==> config.mk <==
export PLATFORM = sky130hd
export DESIGN_NAME = pixel_compositor_flat
export DESIGN_NICKNAME = d
export VERILOG_FILES = /design/src/rtl/pixel_compositor_if.sv /design/src/rtl/pixel_compositor.sv /design/src/flat_wrapper.sv
export SDC_FILE = /design/constraint.sdc
export NUM_CORES = 1
export LEC_CHECK = 0
export BUFFER_PORTS_ARGS = -buffer_cell sky130_fd_sc_hd__clkbuf_2
export CAP_MARGIN = 20
export CORE_MARGIN = 2
export CORE_UTILIZATION = 40
export CTS_BUF_LIST = sky130_fd_sc_hd__clkbuf_16
export DETAILED_ROUTE_END_ITERATION = 8
export PLACE_DENSITY = 0.81
export SETUP_SLACK_MARGIN = 0.02
export SLEW_MARGIN = 20
export SYNTH_ARGS = -nofsm -noshare
export SYNTH_HDL_FRONTEND = slang
export SYNTH_SLANG_ARGS = --single-unit
==> constraint.sdc <==
create_clock -name clk_25MHz -period 4 [get_ports clk_25MHz]
set_clock_uncertainty 0.2 [all_clocks]
set_input_delay 0.8 -clock clk_25MHz [delete_from_list [all_inputs] [get_ports clk_25MHz]]
set_output_delay 0.8 -clock clk_25MHz [all_outputs]
set_load 0.02 [all_outputs]
==> src/rtl/pixel_compositor_if.sv <==
// Pixel-stream bundle from the VGA timing/sprite generators into the compositor.
// The master side is the timing controller plus layer generators; the compositor is the slave.
interface pixel_compositor_if #(
   parameter int unsigned NUM_LAYERS = 8
);
   logic [9:0]               h_cnt;
   logic [9:0]               v_cnt;
   logic                     valid;
   logic                     hsync_in;
   logic                     vsync_in;
   logic                     game_state;
   logic [NUM_LAYERS-1:0]    layer_en;
   logic [12*NUM_LAYERS-1:0] layer_pixel;
   logic                     flash_trig;

   modport master (
      output h_cnt, v_cnt, valid, hsync_in, vsync_in,
             game_state, layer_en, layer_pixel, flash_trig
   );

   modport slave (
      input  h_cnt, v_cnt, valid, hsync_in, vsync_in,
             game_state, layer_en, layer_pixel, flash_trig
   );
endinterface

==> src/rtl/pixel_compositor.sv <==
// Layered pixel compositor: priority layer select with mask/colour-key/blink,
// full-screen flash inversion, 2-stage registered output with matched syncs.
module pixel_compositor #(
   parameter int unsigned           NUM_LAYERS   = 8,
   parameter int unsigned           H_ACTIVE     = 640,
   parameter logic [11:0]           BG_COLOR     = 12'hfff,
   parameter logic [11:0]           KEY_COLOR    = 12'h0f0,
   parameter logic [NUM_LAYERS-1:0] IDLE_MASK    = '1,
   parameter logic [NUM_LAYERS-1:0] GAME_MASK    = '1,
   parameter logic [NUM_LAYERS-1:0] BLINK_MASK   = '0,
   parameter int unsigned           BLINK_LOG2   = 4,
   parameter int unsigned           FLASH_FRAMES = 6
) (
   input  logic              clk_25MHz,
   input  logic              rst_n,
   pixel_compositor_if.slave pix_in,
   output logic [3:0]        vgaRed,
   output logic [3:0]        vgaGreen,
   output logic [3:0]        vgaBlue,
   output logic              hsync_out,
   output logic              vsync_out,
   output logic              flash_active
);

   localparam logic [10:0] H_LIMIT    = 11'(H_ACTIVE);
   localparam logic [7:0]  FLASH_LOAD = 8'(FLASH_FRAMES);

   logic                  origin;
   logic                  origin_q;
   logic                  frame_tick;
   logic [BLINK_LOG2:0]   frame_cnt;
   logic                  blink_off;
   logic [7:0]            flash_cnt;
   logic [7:0]            flash_nxt;

   logic [NUM_LAYERS-1:0] layer_mask;
   logic [NUM_LAYERS-1:0] eligible;
   logic [11:0]           sel_nxt;
   logic                  vis_nxt;

   logic [11:0]           sel_q;
   logic                  vis_q;
   logic                  hsync_q;
   logic                  vsync_q;
   logic [11:0]           rgb_q;

   // One tick per frame: rising edge of the (0,0) compare.
   assign origin     = (pix_in.h_cnt == '0) && (pix_in.v_cnt == '0);
   assign frame_tick = origin && !origin_q;
   assign blink_off  = frame_cnt[BLINK_LOG2];

   always_ff @(posedge clk_25MHz or negedge rst_n) begin
      if (!rst_n) begin
         origin_q  <= 1'b0;
         frame_cnt <= '0;
      end else begin
         origin_q <= origin;
         if (frame_tick)
            frame_cnt <= frame_cnt + 1'b1;
      end
   end

   // A trigger reloads even on a tick cycle, so the full duration is always honoured.
   always_comb begin
      flash_nxt = flash_cnt;
      if (pix_in.flash_trig)
         flash_nxt = FLASH_LOAD;
      else if (frame_tick && (flash_cnt != '0))
         flash_nxt = flash_cnt - 8'd1;
   end

   always_ff @(posedge clk_25MHz or negedge rst_n) begin
      if (!rst_n) begin
         flash_cnt    <= '0;
         flash_active <= 1'b0;
      end else begin
         flash_cnt    <= flash_nxt;
         flash_active <= (flash_nxt != '0);
      end
   end

   always_comb begin
      layer_mask = pix_in.game_state ? GAME_MASK : IDLE_MASK;
      eligible   = '0;
      for (int unsigned i = 0; i < NUM_LAYERS; i++) begin
         eligible[i] = pix_in.layer_en[i] && layer_mask[i] &&
                       (pix_in.layer_pixel[12*i +: 12] != KEY_COLOR) &&
                       !(BLINK_MASK[i] && blink_off);
      end
   end

   // Walk from the lowest priority upward so the lowest eligible index wins.
   always_comb begin
      sel_nxt = BG_COLOR;
      for (int unsigned i = NUM_LAYERS; i > 0; i--) begin
         if (eligible[i-1])
            sel_nxt = pix_in.layer_pixel[12*(i-1) +: 12];
      end
   end

   assign vis_nxt = pix_in.valid && ({1'b0, pix_in.h_cnt} < H_LIMIT);

   always_ff @(posedge clk_25MHz or negedge rst_n) begin
      if (!rst_n) begin
         sel_q   <= '0;
         vis_q   <= 1'b0;
         hsync_q <= 1'b0;
         vsync_q <= 1'b0;
      end else begin
         sel_q   <= sel_nxt;
         vis_q   <= vis_nxt;
         hsync_q <= pix_in.hsync_in;
         vsync_q <= pix_in.vsync_in;
      end
   end

   always_ff @(posedge clk_25MHz or negedge rst_n) begin
      if (!rst_n) begin
         rgb_q     <= '0;
         hsync_out <= 1'b0;
         vsync_out <= 1'b0;
      end else begin
         if (!vis_q)
            rgb_q <= '0;
         else if (flash_cnt != '0)
            rgb_q <= ~sel_q;
         else
            rgb_q <= sel_q;
         hsync_out <= hsync_q;
         vsync_out <= vsync_q;
      end
   end

   assign vgaRed   = rgb_q[11:8];
   assign vgaGreen = rgb_q[7:4];
   assign vgaBlue  = rgb_q[3:0];

endmodule
==> src/flat_wrapper.sv <==
// flat-port wrapper written by rule: the top's interface ports become plain ports
module pixel_compositor_flat 
#(
   parameter int unsigned           NUM_LAYERS   = 8,
   parameter int unsigned           H_ACTIVE     = 640,
   parameter logic [11:0]           BG_COLOR     = 12'hfff,
   parameter logic [11:0]           KEY_COLOR    = 12'h0f0,
   parameter logic [NUM_LAYERS-1:0] IDLE_MASK    = '1,
   parameter logic [NUM_LAYERS-1:0] GAME_MASK    = '1,
   parameter logic [NUM_LAYERS-1:0] BLINK_MASK   = '0,
   parameter int unsigned           BLINK_LOG2   = 4,
   parameter int unsigned           FLASH_FRAMES = 6
)
  (clk_25MHz, rst_n, vgaRed, vgaGreen, vgaBlue, hsync_out, vsync_out, flash_active, pix_in_h_cnt, pix_in_v_cnt, pix_in_valid, pix_in_hsync_in, pix_in_vsync_in, pix_in_game_state, pix_in_layer_en, pix_in_layer_pixel, pix_in_flash_trig);
  pixel_compositor_if #(.NUM_LAYERS(NUM_LAYERS)) pix_in_i ();
  input  logic clk_25MHz;
  input  logic rst_n;
  output logic [3:0] vgaRed;
  output logic [3:0] vgaGreen;
  output logic [3:0] vgaBlue;
  output logic hsync_out;
  output logic vsync_out;
  output logic flash_active;
  input wire logic [$bits(pix_in_i.h_cnt)-1:0] pix_in_h_cnt;
  input wire logic [$bits(pix_in_i.v_cnt)-1:0] pix_in_v_cnt;
  input wire logic [$bits(pix_in_i.valid)-1:0] pix_in_valid;
  input wire logic [$bits(pix_in_i.hsync_in)-1:0] pix_in_hsync_in;
  input wire logic [$bits(pix_in_i.vsync_in)-1:0] pix_in_vsync_in;
  input wire logic [$bits(pix_in_i.game_state)-1:0] pix_in_game_state;
  input wire logic [$bits(pix_in_i.layer_en)-1:0] pix_in_layer_en;
  input wire logic [$bits(pix_in_i.layer_pixel)-1:0] pix_in_layer_pixel;
  input wire logic [$bits(pix_in_i.flash_trig)-1:0] pix_in_flash_trig;
  assign pix_in_i.h_cnt = pix_in_h_cnt;
  assign pix_in_i.v_cnt = pix_in_v_cnt;
  assign pix_in_i.valid = pix_in_valid;
  assign pix_in_i.hsync_in = pix_in_hsync_in;
  assign pix_in_i.vsync_in = pix_in_vsync_in;
  assign pix_in_i.game_state = pix_in_game_state;
  assign pix_in_i.layer_en = pix_in_layer_en;
  assign pix_in_i.layer_pixel = pix_in_layer_pixel;
  assign pix_in_i.flash_trig = pix_in_flash_trig;
  pixel_compositor #(.NUM_LAYERS(NUM_LAYERS), .H_ACTIVE(H_ACTIVE), .BG_COLOR(BG_COLOR), .KEY_COLOR(KEY_COLOR), .IDLE_MASK(IDLE_MASK), .GAME_MASK(GAME_MASK), .BLINK_MASK(BLINK_MASK), .BLINK_LOG2(BLINK_LOG2), .FLASH_FRAMES(FLASH_FRAMES)) u_core (.clk_25MHz(clk_25MHz), .rst_n(rst_n), .pix_in(pix_in_i), .vgaRed(vgaRed), .vgaGreen(vgaGreen), .vgaBlue(vgaBlue), .hsync_out(hsync_out), .vsync_out(vsync_out), .flash_active(flash_active));
endmodule
# Yosys cells after proc, flatten, opt, wreduce, memory -nomap -nowiden
# Cells that the tools add are included.
word_totals:
  output_inout_bits: 15
  elab_cells: 50
  ff_bits: 39
classes:
  reduce_logical: 17
  n_eq_ne: 8
  order_cmp: 1
  n_addsub: 1
  bitwise: 1
  mux: 12
ops:
  columns: ["op", "count"]
  rows:
  - ["$mux 12", 10]
  - ["$ne 12x8->1 const B", 8]
  - ["$logic_not 10->1", 2]
  - ["$mux 8", 2]
  - ["$reduce_bool 8->1", 2]
  - ["$logic_and 1x1->1", 12]
  - ["$not 12->12", 1]
  - ["$lt 10x10->1 const B", 1]
  - ["$sub 8x1->8 const B", 1]
  - ["$logic_not 1->1", 1]

# Depth between registers and ports, before layout
# Gate-level depths: netlist of the first run.
logic_depth:
  ltp_word: 10
  mapped_depth: 8

# Worst setup path before layout of the first run
# Ideal clock, no wire load.
synth_path:
  path_type: "input to register"
  startpoint: "input port pix_in_h_cnt[3]"
  endpoint: "register u_core.flash_active"
  slack_ns: 1.135
  setup_ns: 0.137
  arrival_time_ns: 2.529
  stages: 6
  required_time_ns: 3.663
  n_path_buf: 0
  cell_sequence: "or4_1 > a211o_1 > nor4_1 > mux2_2 > nor4_1 > nand4_1"
synth_between:
  elab_chain_len: 7
synth_lines:
  columns: ["element", "line", "source"]
  rows:
  - ["start, declared", "flat_wrapper.sv:24", "input wire logic [$bits(pix_in_i.h_cnt)-1:0] pix_in_h_cnt;"]
  - ["$logic_not 10->1", "pixel_compositor.sv:48", "assign origin = (pix_in.h_cnt == '0) && (pix_in.v_cnt == '0);"]
  - ["$logic_and 1x1->1", "pixel_compositor.sv:48", null]
  - ["$logic_and 1x1->1", "pixel_compositor.sv:49", "assign frame_tick = origin && !origin_q;"]
  - ["$logic_and 1x1->1", "pixel_compositor.sv:68", "else if (frame_tick && (flash_cnt != '0))"]
  - ["$mux 8", "pixel_compositor.sv:68", null]
  - ["$mux 8", "pixel_compositor.sv:66", "if (pix_in.flash_trig)"]
  - ["named net u_core.flash_nxt[6]", "pixel_compositor.sv:34", "logic [7:0] flash_nxt;"]
  - ["$reduce_bool 8->1", "pixel_compositor.sv:78", "flash_active <= (flash_nxt != '0);"]
  - ["end signal, assigned", "pixel_compositor.sv:78", null]
  - ["end, declared", "pixel_compositor.sv:22", "output logic flash_active"]
# The timed path passes the listed nets, and every way through them passes these cells.

# Worst setup path in the final report of the first run
# Same ends and word-level chain as after synthesis.

==> flow_summary_export.csv, run 1 <==
group,metric,value,unit
setup_path,path_class,"in2reg",
place,port_buffers,144,
yosys,ys_ff_latch,39,
sta,period_minus_slack,2890,ps
clocking,cts_root_buf,"clkbuf_16",
setup_path,critPathLaunchType,"input pin",
setup_path,r2r_end,"u_core.flash_active$_DFF_PN0_",
setup_path,r2r_cells,8,
yosys,synth_flop_cell,"dfrtp_1",
yosys,yosysWarnings,0,
yosys,syn-num-nets,432,
setup_path,crit_top_cell,"nor4_1",
layout,area_growth,34.3,%
setup_path,path_cells,"clkbuf_2 > or4_1 > a211o_1 > nor4_1 > mux2_2 > nor4_1 > nand4_1",
global_route,grt_max_degree,40,
floorplanning,die-width,85.9,µm
yosys,avgSynthCellArea,8.98,µm²
sta,setup_viol,0,
yosys,yosysTopAreaCell,"dfrtp_1",
sta,min_period_over_period,72.3,%
floorplanning,die_area,0.00738,mm²
floorplanning,row_count,29,
setup_path,worstPathArrival,2830,ps
min_path,hold_depth,0,
setup_path,cpMaxStageDelayCell,"or4_1",
layout,layout_commonest_cell,"clkbuf_2",
sta,relSlewSlack,34.4,%
route,drc,0,
route,drt_wl_total,8790,µm
floorplanning,start_util,41.8,%
place,gp_congestion,0.905,
setup_path,cp_data_required_time,3940,ps
run_status,status,"complete, no violations",
power_and_ir_drop,irDropWorstVdd,0.191,mV
global_route,grt_pass1_wl,14100,µm
clocking,h-tree-depth,2,
global_route,track_usage,24.0,%
power_and_ir_drop,leakage,0.00166,µW
yosys,synth_edf_count,0,
route,drt_iter0_drc,159,
floorplanning,die_h,85.9,µm
yosys,ys_top_cells_by_area,"dfrtp_1 36%, xor2_1 4.6%, nand2_1 4.3%",
clocking,clk_pin_slew_worst_paths,60,ps
clocking,clock_latency,270,ps
route,via_count,3008,
route,postRouteAntennaNets,0,
yosys,synth_cell_types,59,
layout,layout.nets,574,
clocking,post_cts_resized,0,
sta,hold_viol_final,0,
layout,diodes,0,
sta,tightest_slew,980,ps
clocking,postCtsSetupBuffers,0,
global_route,grt_pass1_vias,3096,
global_route,grt_antenna_before_repair,0,
yosys,yosysSeqAreaShare,36.4,%
yosys,synth_cells,299,
setup_path,r2r_slack,1420,ps
route,vias_per_cell,5.80,
route,first_pass_iters,4,
layout,drive_gt1_share,37.3,%
setup_path,cp_slowest_stage_delay,550,ps
yosys,synth.top_cell.area_share,36.4,%
sta,fmax,346,MHz
clocking,cts.path.max_buffers,2,
setup_path,reg2reg_from,"u_core.flash_cnt[0]$_DFF_PN0_",
floorplanning,ios,146,
place,place_hpwl,7370,µm
yosys,synth_async_sr_flop_share,100,%
setup_path,cp-end-kind,"register",
clocking,hold_buffers,0,
min_path,hold_class,"reg2reg",
min_path,hp-start,"u_core.hsync_q$_DFF_PN0_",
layout,final_util,56.1,%
layout,final_cell_mix,"144 x clkbuf_2, 39 x dfrtp_1, 31 x nand2_1",
route,routedWlPerCell,16.9,µm
min_path,min_to,"u_core.hsync_out$_DFF_PN0_",
run,max_cap_violations,0,
sta,rsz0062_at_grt,"false",
setup_path,cp_max_fo,5,
sta,fin_tns_setup,0,ps
clocking,cts_made_buffers,5,
global_route,gr-total-overflow,0,
yosys,syn_area,0.00268,mm²
power_and_ir_drop,p_per_area,279,mW/mm²
sta,drv_slew,0,
clocking,cts_tree,"yes",
clocking,cts_sinks,39,
floorplanning,core_area,0.00642,mm²
-- cells in the mapped netlist, types with 4 or more instances --
cell / n
dfrtp_1: 39
nand2_1: 31
nor2_1: 15
and2_1: 14
xor2_1: 14
inv_1: 13
nand3_1: 12
nor4b_1: 10
o21ai_0: 10
a31oi_1: 9
o221ai_1: 8
o22ai_1: 8
a21oi_1: 7
nor3_1: 7
nor4_1: 7
clkbuf_1: 6
or3_1: 6
a41oi_1: 5
nor4bb_1: 5
o211ai_1: 5
nor3b_1: 4
or4b_1: 4
-- report_power, final --
group / switching, µW / internal [µW]
clock: 133 / 225
combinational: 122 / 100
sequential: 9.37 / 417
total: 264 / 742
-- worst max-delay path by stage --
stage	start	to	slack [ps]	depth (start not counted)
floorplan	pix_in_h_cnt[3]	u_core.flash_active$_DFF_PN0_	1130	6
global placement	pix_in_h_cnt[3]	u_core.flash_active$_DFF_PN0_	890	7
detailed placement	pix_in_h_cnt[3]	u_core.flash_active$_DFF_PN0_	860	7
CTS	pix_in_h_cnt[3]	u_core.flash_active$_DFF_PN0_	1150	7
global route	pix_in_h_cnt[3]	u_core.flash_active$_DFF_PN0_	960	7
finish	pix_in_h_cnt[3]	u_core.flash_active$_DFF_PN0_	1110	7
-- flip-flops by register name, indices dropped and copies added (netlist names) --
register             count
u_core.flash_active      1
u_core.flash_cnt         8
u_core.hsync_out         1
u_core.hsync_q           1
u_core.origin_q          1
u_core.rgb_q            12
u_core.sel_q            12
u_core.vis_q             1
u_core.vsync_out         1
u_core.vsync_q           1
-- cells by family after synthesis --
kind of cell    Yosys count  synth area share, %
mux                       2                0.793
buf+inv                  23                 3.59
flops                    39                 36.4
compound gates           78                 21.5
xor+xnor                 16                 5.22
fa+ha+maj                 2                0.932
simple gates            139                 31.6
-- worst max-delay path, delay by kind of cell --
kind | cells | cell delay (ps)
AOI/OAI and AO/OA | 1 | 300
buffers and inverters | 1 | 70
muxes | 1 | 390
and+or+nand+nor | 4 | 1270
-- metrics by stage --
stage               cell area [µm²]  power (µW)  instances  hold WS (ps)  worst slack [ps]
floorplan                      2680         535        299           131              1130
global placement               3460         646        511           144               887
detailed placement             3460         651        511           143               858
CTS                            3600        1010        519           155              1150
global route                   3600        1050        519           157               956
finish                         3600        1010        519           153              1110
-- layout make-up --
class	count	area [µm²]
repair buffers	145	728
well taps	77	96.3
clock buffers	5	125
clock inverters	3	12.5
inverters	13	48.8
flip-flops and latches	39	976
fillers	599	2820
multi-input cells	237	1620
-- per-layer routing --
layer | global-route usage (%) | vias up | part of all wire [%]
li1 | - | 1439 | -
met1 | 26.3 | 1387 | 37
met2 | 43.9 | 157 | 51
met3 | 5.77 | 25 | 8.5
met4 | 10.1 | 0 | 3.4
met5 | 0 | - | 0
Power figures use the tool's default switching activity.
==> inputs of run 2 (changes only) <==
--- a/config.mk
+++ b/config.mk
@@ -5,13 +5,14 @@
 export SDC_FILE = /design/constraint.sdc
 export NUM_CORES = 1
 export LEC_CHECK = 0
+export ABC_AREA = 1
 export BUFFER_PORTS_ARGS = -buffer_cell sky130_fd_sc_hd__clkbuf_2
 export CAP_MARGIN = 20
 export CORE_MARGIN = 2
 export CORE_UTILIZATION = 40
 export CTS_BUF_LIST = sky130_fd_sc_hd__clkbuf_16
 export DETAILED_ROUTE_END_ITERATION = 8
-export PLACE_DENSITY = 0.81
+export PLACE_DENSITY = 0.78
 export SETUP_SLACK_MARGIN = 0.02
 export SLEW_MARGIN = 20
 export SYNTH_ARGS = -nofsm -noshare
==> constraint.sdc (replaced) <==
create_clock -name clk_25MHz -period 2.9 [get_ports clk_25MHz]
set_clock_uncertainty 0.2 [all_clocks]
set_input_delay 0.58 -clock clk_25MHz [delete_from_list [all_inputs] [get_ports clk_25MHz]]
set_output_delay 0.58 -clock clk_25MHz [all_outputs]
set_load 0.02 [all_outputs]
==> flow_summary_export.csv, run 2 <==
group,metric,value,unit
clocking,postCtsSetupBuffers,0,
yosys,synth_async_sr_flop_share,100,%
route,postRouteAntennaNets,0,
yosys,avgSynthCellArea,6.05,µm²
global_route,grt_pass1_wl,14800,µm
setup_path,worstPathArrival,2130,ps
layout,fin_area,0.00416,mm²
yosys,syn-num-nets,667,
floorplanning,row_count,32,
yosys,synth_edf_count,0,
route,drt_wl_total,8750,µm
clocking,cts_tree,"yes",
route,vias_per_cell,4.77,
clocking,cts_made_buffers,5,
floorplanning,start_util,41.6,%
place,gp_congestion,0.985,
yosys,synth_cells,534,
clocking,cts_sinks,39,
yosys,yosysSeqAreaShare,30.2,%
sta,drv_slew,0,
layout,drive_gt1_share,26.2,%
yosys,yosysTopAreaCell,"dfrtp_1",
setup_path,path_cells,"clkbuf_2 > nor4_1 > nand2_1 > nand2_1 > inv_1 > nor2_1 > nand2_1 > nand2_1 > nand2_1 > nand2_1 > nand2_1 > nand2_1 > nand2_1",
sta,fmax,464,MHz
power_and_ir_drop,leakage,0.00252,µW
yosys,synth_most_common_cell,"nand2_1",
yosys,synth_cell_types,34,
yosys,ys_ff_latch,39,
route,routedWlPerCell,11.3,µm
sta,relSlewSlack,37.3,%
floorplanning,ios,146,
place,port_buffers,144,
route,via_count,3686,
global_route,grt_max_degree,40,
yosys,syn_area,0.00323,mm²
setup_path,crit_top_cell,"nand2_1",
sta,tightest_slew,940,ps
layout,final_util,53.6,%
place,place_hpwl,7250,µm
setup_path,cp_data_required_time,2880,ps
global_route,grt_pass1_vias,3511,
floorplanning,die_h,93.9,µm
sta,rsz0062_at_grt,"false",
layout,reg_top3,"u_core.rgb_q (12), u_core.sel_q (12), u_core.flash_cnt (8)",
clocking,clock_latency,290,ps
sta,hold_slack,146,ps
setup_path,crit_path_start,"pix_in_layer_pixel[56]",
yosys,synth_commonest_cells,"170 x nand2_1, 91 x inv_1, 57 x nand3_1",
yosys,yosysWarnings,0,
power_and_ir_drop,irDropWorstVdd,0.243,mV
clocking,cts_root_buf,"clkbuf_16",
yosys,synth_flop_cell,"dfrtp_1",
layout,layout_commonest_cell,"nand2_1",
route,first_pass_iters,5,
layout,area_growth,28.8,%
setup_path,critPathLaunchType,"input pin",
layout,layout.nets,803,
global_route,track_usage,20.6,%
yosys,ys_top_cells_by_area,"dfrtp_1 30%, nand2_1 20%, inv_1 11%",
global_route,grt_antenna_before_repair,0,
floorplanning,die_area,0.00882,mm²
power_and_ir_drop,p_per_area,355,mW/mm²
min_path,hold_class,"reg2reg",
clocking,hold_buffers,0,
layout,diodes,0,
clocking,clk_pin_slew_worst_paths,60,ps
min_path,hp-start,"u_core.vsync_q$_DFF_PN0_",
layout,final_cell_mix,"170 x nand2_1, 144 x clkbuf_2, 91 x inv_1",
sta,hold_viol_final,0,
sta,fin_tns_setup,0,ps
setup_path,cpMaxStageDelayCell,"nand2_1",
yosys,synth.top_cell.area_share,30.2,%
floorplanning,die-width,93.9,µm
route,drt_iter0_drc,192,
run_status,status,"complete, no violations",
setup_path,reg2reg_from,"u_core.flash_cnt[0]$_DFF_PN0_",
sta,setup_ws,746,ps
run,max_cap_violations,0,
sta,period_minus_slack,2150,ps
place,place_ws,452,ps
setup_path,path_class,"in2reg",
route,drc,0,
clocking,cts.path.max_buffers,2,
sta,min_period_over_period,74.3,%
setup_path,cp_max_fo,19,
floorplanning,core_area,0.00777,mm²
place,place_area,0.00401,mm²
sta,setup_viol,0,
global_route,gr-total-overflow,0,
setup_path,cp_slowest_stage_delay,370,ps
clocking,h-tree-depth,2,
setup_path,cp-end-kind,"register",
clocking,post_cts_resized,0,
run 2: path summary, 6_finish.rpt:
kind                                                 end  slack, ps  cells after the start
max in group asynchronous      u_core.sel_q[0]$_DFF_PN0_       1680                      1
min                           u_core.vsync_out$_DFF_PN0_        150                      0
max                            u_core.sel_q[3]$_DFF_PN0_        750                     13
min reg2reg                   u_core.vsync_out$_DFF_PN0_        150                      0
max reg2reg                u_core.flash_active$_DFF_PN0_        900                     12
min in group asynchronous  u_core.flash_cnt[2]$_DFF_PN0_        210                      1
run 2: cell families after synthesis:
| kind of cell | after synthesis | synth area share (%) |
|---|---|---|
| and+or+nand+nor | 306 | 43.5 |
| adders and majority gates | 2 | 0.774 |
| xor gates and xnor gates | 5 | 1.35 |
| buffers and inverters | 124 | 15.0 |
| DFF | 39 | 30.2 |
| AOI/OAI and AO/OA | 58 | 9.21 |
run 2: final cells by class:
class                           instances  area, µm²
Clock inverter                          3       23.8
Tap cell                              102        128
Sequential cell                        39        976
Inverter                              107        402
Clock buffer                            5        125
Timing Repair Buffer                  146        736
Fill cell                             796       3600
Multi-Input combinational cell        371       1770
run 2: metrics by stage:
stage	std cells	power [µW]
CTS	773	1490
global placement	765	936
global route	773	1560
floorplan	534	781
finish	773	1480
detailed placement	765	943
run 2: report_power, final:
| part | internal (µW) | switching [µW] | leakage (µW) | total [µW] |
|---|---|---|---|---|
| Combinational | 143 | 206 | 0.00197 | 349 |
| Clock | 321 | 225 | 0.0000664 | 546 |
| Sequential | 574 | 10.4 | 0.000485 | 584 |
| Total | 1040 | 441 | 0.00252 | 1480 |
run 2: critical path: cells and delay by family:
family        cells  cell delay, ps
simple gates     11            1270
buf+inv           2             280
run 2: layer usage:
layer	track usage (%)	routed length, µm	up-vias
li1	-	-	1925
met1	25.7	3700	1598
met2	36.5	4240	142
met3	2.89	572	21
met4	6.52	230	0
met5	0	0	-
==> inputs of run 3 (changes only) <==
==> constraint.sdc (replaced) <==
create_clock -name clk_25MHz -period 2.21 [get_ports clk_25MHz]
set_clock_uncertainty 0.2 [all_clocks]
set_input_delay 0.442 -clock clk_25MHz [delete_from_list [all_inputs] [get_ports clk_25MHz]]
set_output_delay 0.442 -clock clk_25MHz [all_outputs]
set_load 0.02 [all_outputs]
==> flow_summary_export.csv, run 3 (synthesized netlist as in run 2, its figures left out) <==
group,metric,value,unit
power_and_ir_drop,clock_power_share,39.3,%
sta,tightest_slew,402,ps
global_route,grt_antenna_before_repair,0,
clocking,cts_tree,"yes",
layout,layout_commonest_cell,"nand2_1",
power_and_ir_drop,p_per_area,477,mW/mm²
sta,min_period_over_period,88.1,%
clocking,cts_made_buffers,5,
route,first_pass_iters,5,
power_and_ir_drop,p_total,2040,µW
global_route,grt_pass1_wl,14800,µm
floorplanning,row_count,32,
layout,reg_top3,"u_core.rgb_q (12), u_core.sel_q (12), u_core.flash_cnt (8)",
layout,diodes,0,
run,max_cap_violations,0,
setup_path,cp_data_required_time,2160,ps
setup_path,critPathLaunchType,"register",
global_route,grt_max_degree,34,
route,drt_iter0_drc,147,
power_and_ir_drop,pwr-share-comb,23.1,%
power_and_ir_drop,p_sw,557,µW
layout,drive_gt1_share,27.5,%
sta,drv_slew,0,
run_status,status,"complete, no violations",
power_and_ir_drop,irDropWorstVdd,0.280,mV
sta,hold_slack,75.8,ps
power_and_ir_drop,leakage,0.00259,µW
global_route,grt_pass1_vias,3447,
clocking,cts_sinks,39,
power_and_ir_drop,p_int,1480,µW
sta,setup_ws,263,ps
setup_path,cp-end-kind,"register",
place,port_buffers,144,
floorplanning,ios,146,
global_route,gr-total-overflow,0,
sta,setup_viol,0,
floorplanning,start_util,41.6,%
sta,rsz0062_at_grt,"false",
sta,hold_viol_final,0,
clocking,cts_root_buf,"clkbuf_16",
setup_path,path_class,"reg2reg",
route,via_count,3698,
layout,final_cell_mix,"170 x nand2_1, 144 x clkbuf_2, 90 x inv_1",
sta,fmax,514,MHz
clocking,clk_pin_slew_worst_paths,60,ps
clocking,cts.path.max_buffers,2,
setup_path,cp_max_fo,10,
route,postRouteAntennaNets,0,
place,place_hpwl,7350,µm
place,place_ws,45.6,ps
route,vias_per_cell,4.72,
place,gp_congestion,0.915,
sta,period_minus_slack,1950,ps
route,drt_wl_total,8670,µm
layout,layout.nets,813,
floorplanning,die_area,0.00882,mm²
layout,area_growth,32.3,%
sta,relSlewSlack,73.0,%
setup_path,worstPathArrival,1890,ps
route,routedWlPerCell,11.1,µm
power_and_ir_drop,seq_power_share,37.6,%
floorplanning,core_area,0.00777,mm²
global_route,track_usage,20.5,%
sta,fin_tns_setup,0,ps
floorplanning,die-width,93.9,µm
floorplanning,die_h,93.9,µm
min_path,hold_class,"in2reg",
clocking,clock_latency,280,ps
route,drc,0,
power_and_ir_drop,swShare,27.3,%
clocking,h-tree-depth,2,
-- run 3: final timing paths --
| kind | startpoint | endpoint | slack (ps) | depth (start not counted) |
|---|---|---|---|---|
| max | u_core.flash_cnt[0]$_DFF_PN0_ | u_core.flash_active$_DFF_PN0_ | 260 | 12 |
| min | pix_in_hsync_in | u_core.hsync_q$_DFF_PN0_ | 80 | 1 |
| max reg2reg | u_core.flash_cnt[0]$_DFF_PN0_ | u_core.flash_active$_DFF_PN0_ | 260 | 12 |
| min reg2reg | u_core.vsync_q$_DFF_PN0_ | u_core.vsync_out$_DFF_PN0_ | 150 | 0 |
| max in group asynchronous | rst_n | u_core.sel_q[0]$_DFF_PN0_ | 840 | 3 |
| min in group asynchronous | rst_n | u_core.flash_cnt[4]$_DFF_PN0_ | 330 | 2 |
-- run 3: per-stage QoR --
| stage | util, % | instances | instance area (µm²) |
|---|---|---|---|
| finish | 55.1 | 783 | 4280 |
| global route | 55.1 | 783 | 4280 |
| CTS | 54.9 | 782 | 4270 |
| detailed placement | 52.6 | 773 | 4090 |
| global placement | 52.6 | 773 | 4090 |
| floorplan | - | 534 | 3230 |
-- run 3: power by group through the flow --
stage	Combinational [µW]	Clock, µW	Sequential (µW)
after floorplan	228	0	796
after global placement	461	0	779
after detailed placement	471	0	779
after CTS	474	824	767
after global routing	539	859	769
final	471	803	766
-- run 3: timing repair --
action,CTS,global route
setup endpoints to repair,0,1
gates resized for setup,0,2
hold endpoints to repair,6,0
hold buffers,1,0
setup buffers,0,1
-- run 3: area by class of cell --
cell class / instances / area [µm²]
Tap cell: 102 / 128
Fill cell: 791 / 3490
Multi-Input combinational cell: 371 / 1780
Timing Repair Buffer: 156 / 826
Sequential cell: 39 / 976
Clock buffer: 5 / 125
Clock inverter: 3 / 43.8
Inverter: 107 / 402
-- run 3: worst max-delay path: stages, from the launching register on --
cell and delay [ps]:
dfrtp_1 360, inv_2 70, ha_1 190, nand2_1 110, nor2_4 60, nor2_4 200, nand2_4 130, nand2_1 80
nand2_1 60, nor2_2 90, nand2_1 50, nor2_1 110, nand3_1 90
-- run 3: routing by layer --
metal / wire length (µm) / vias up / part of all wire (%) / global-route usage [%]
li1: - / 1944 / - / -
met1: 3730 / 1609 / 43 / 26.1
met2: 4310 / 131 / 50 / 36.4
met3: 482 / 14 / 5.6 / 2.33
met4: 155 / 0 / 1.8 / 5.80
met5: 0 / - / 0 / 0
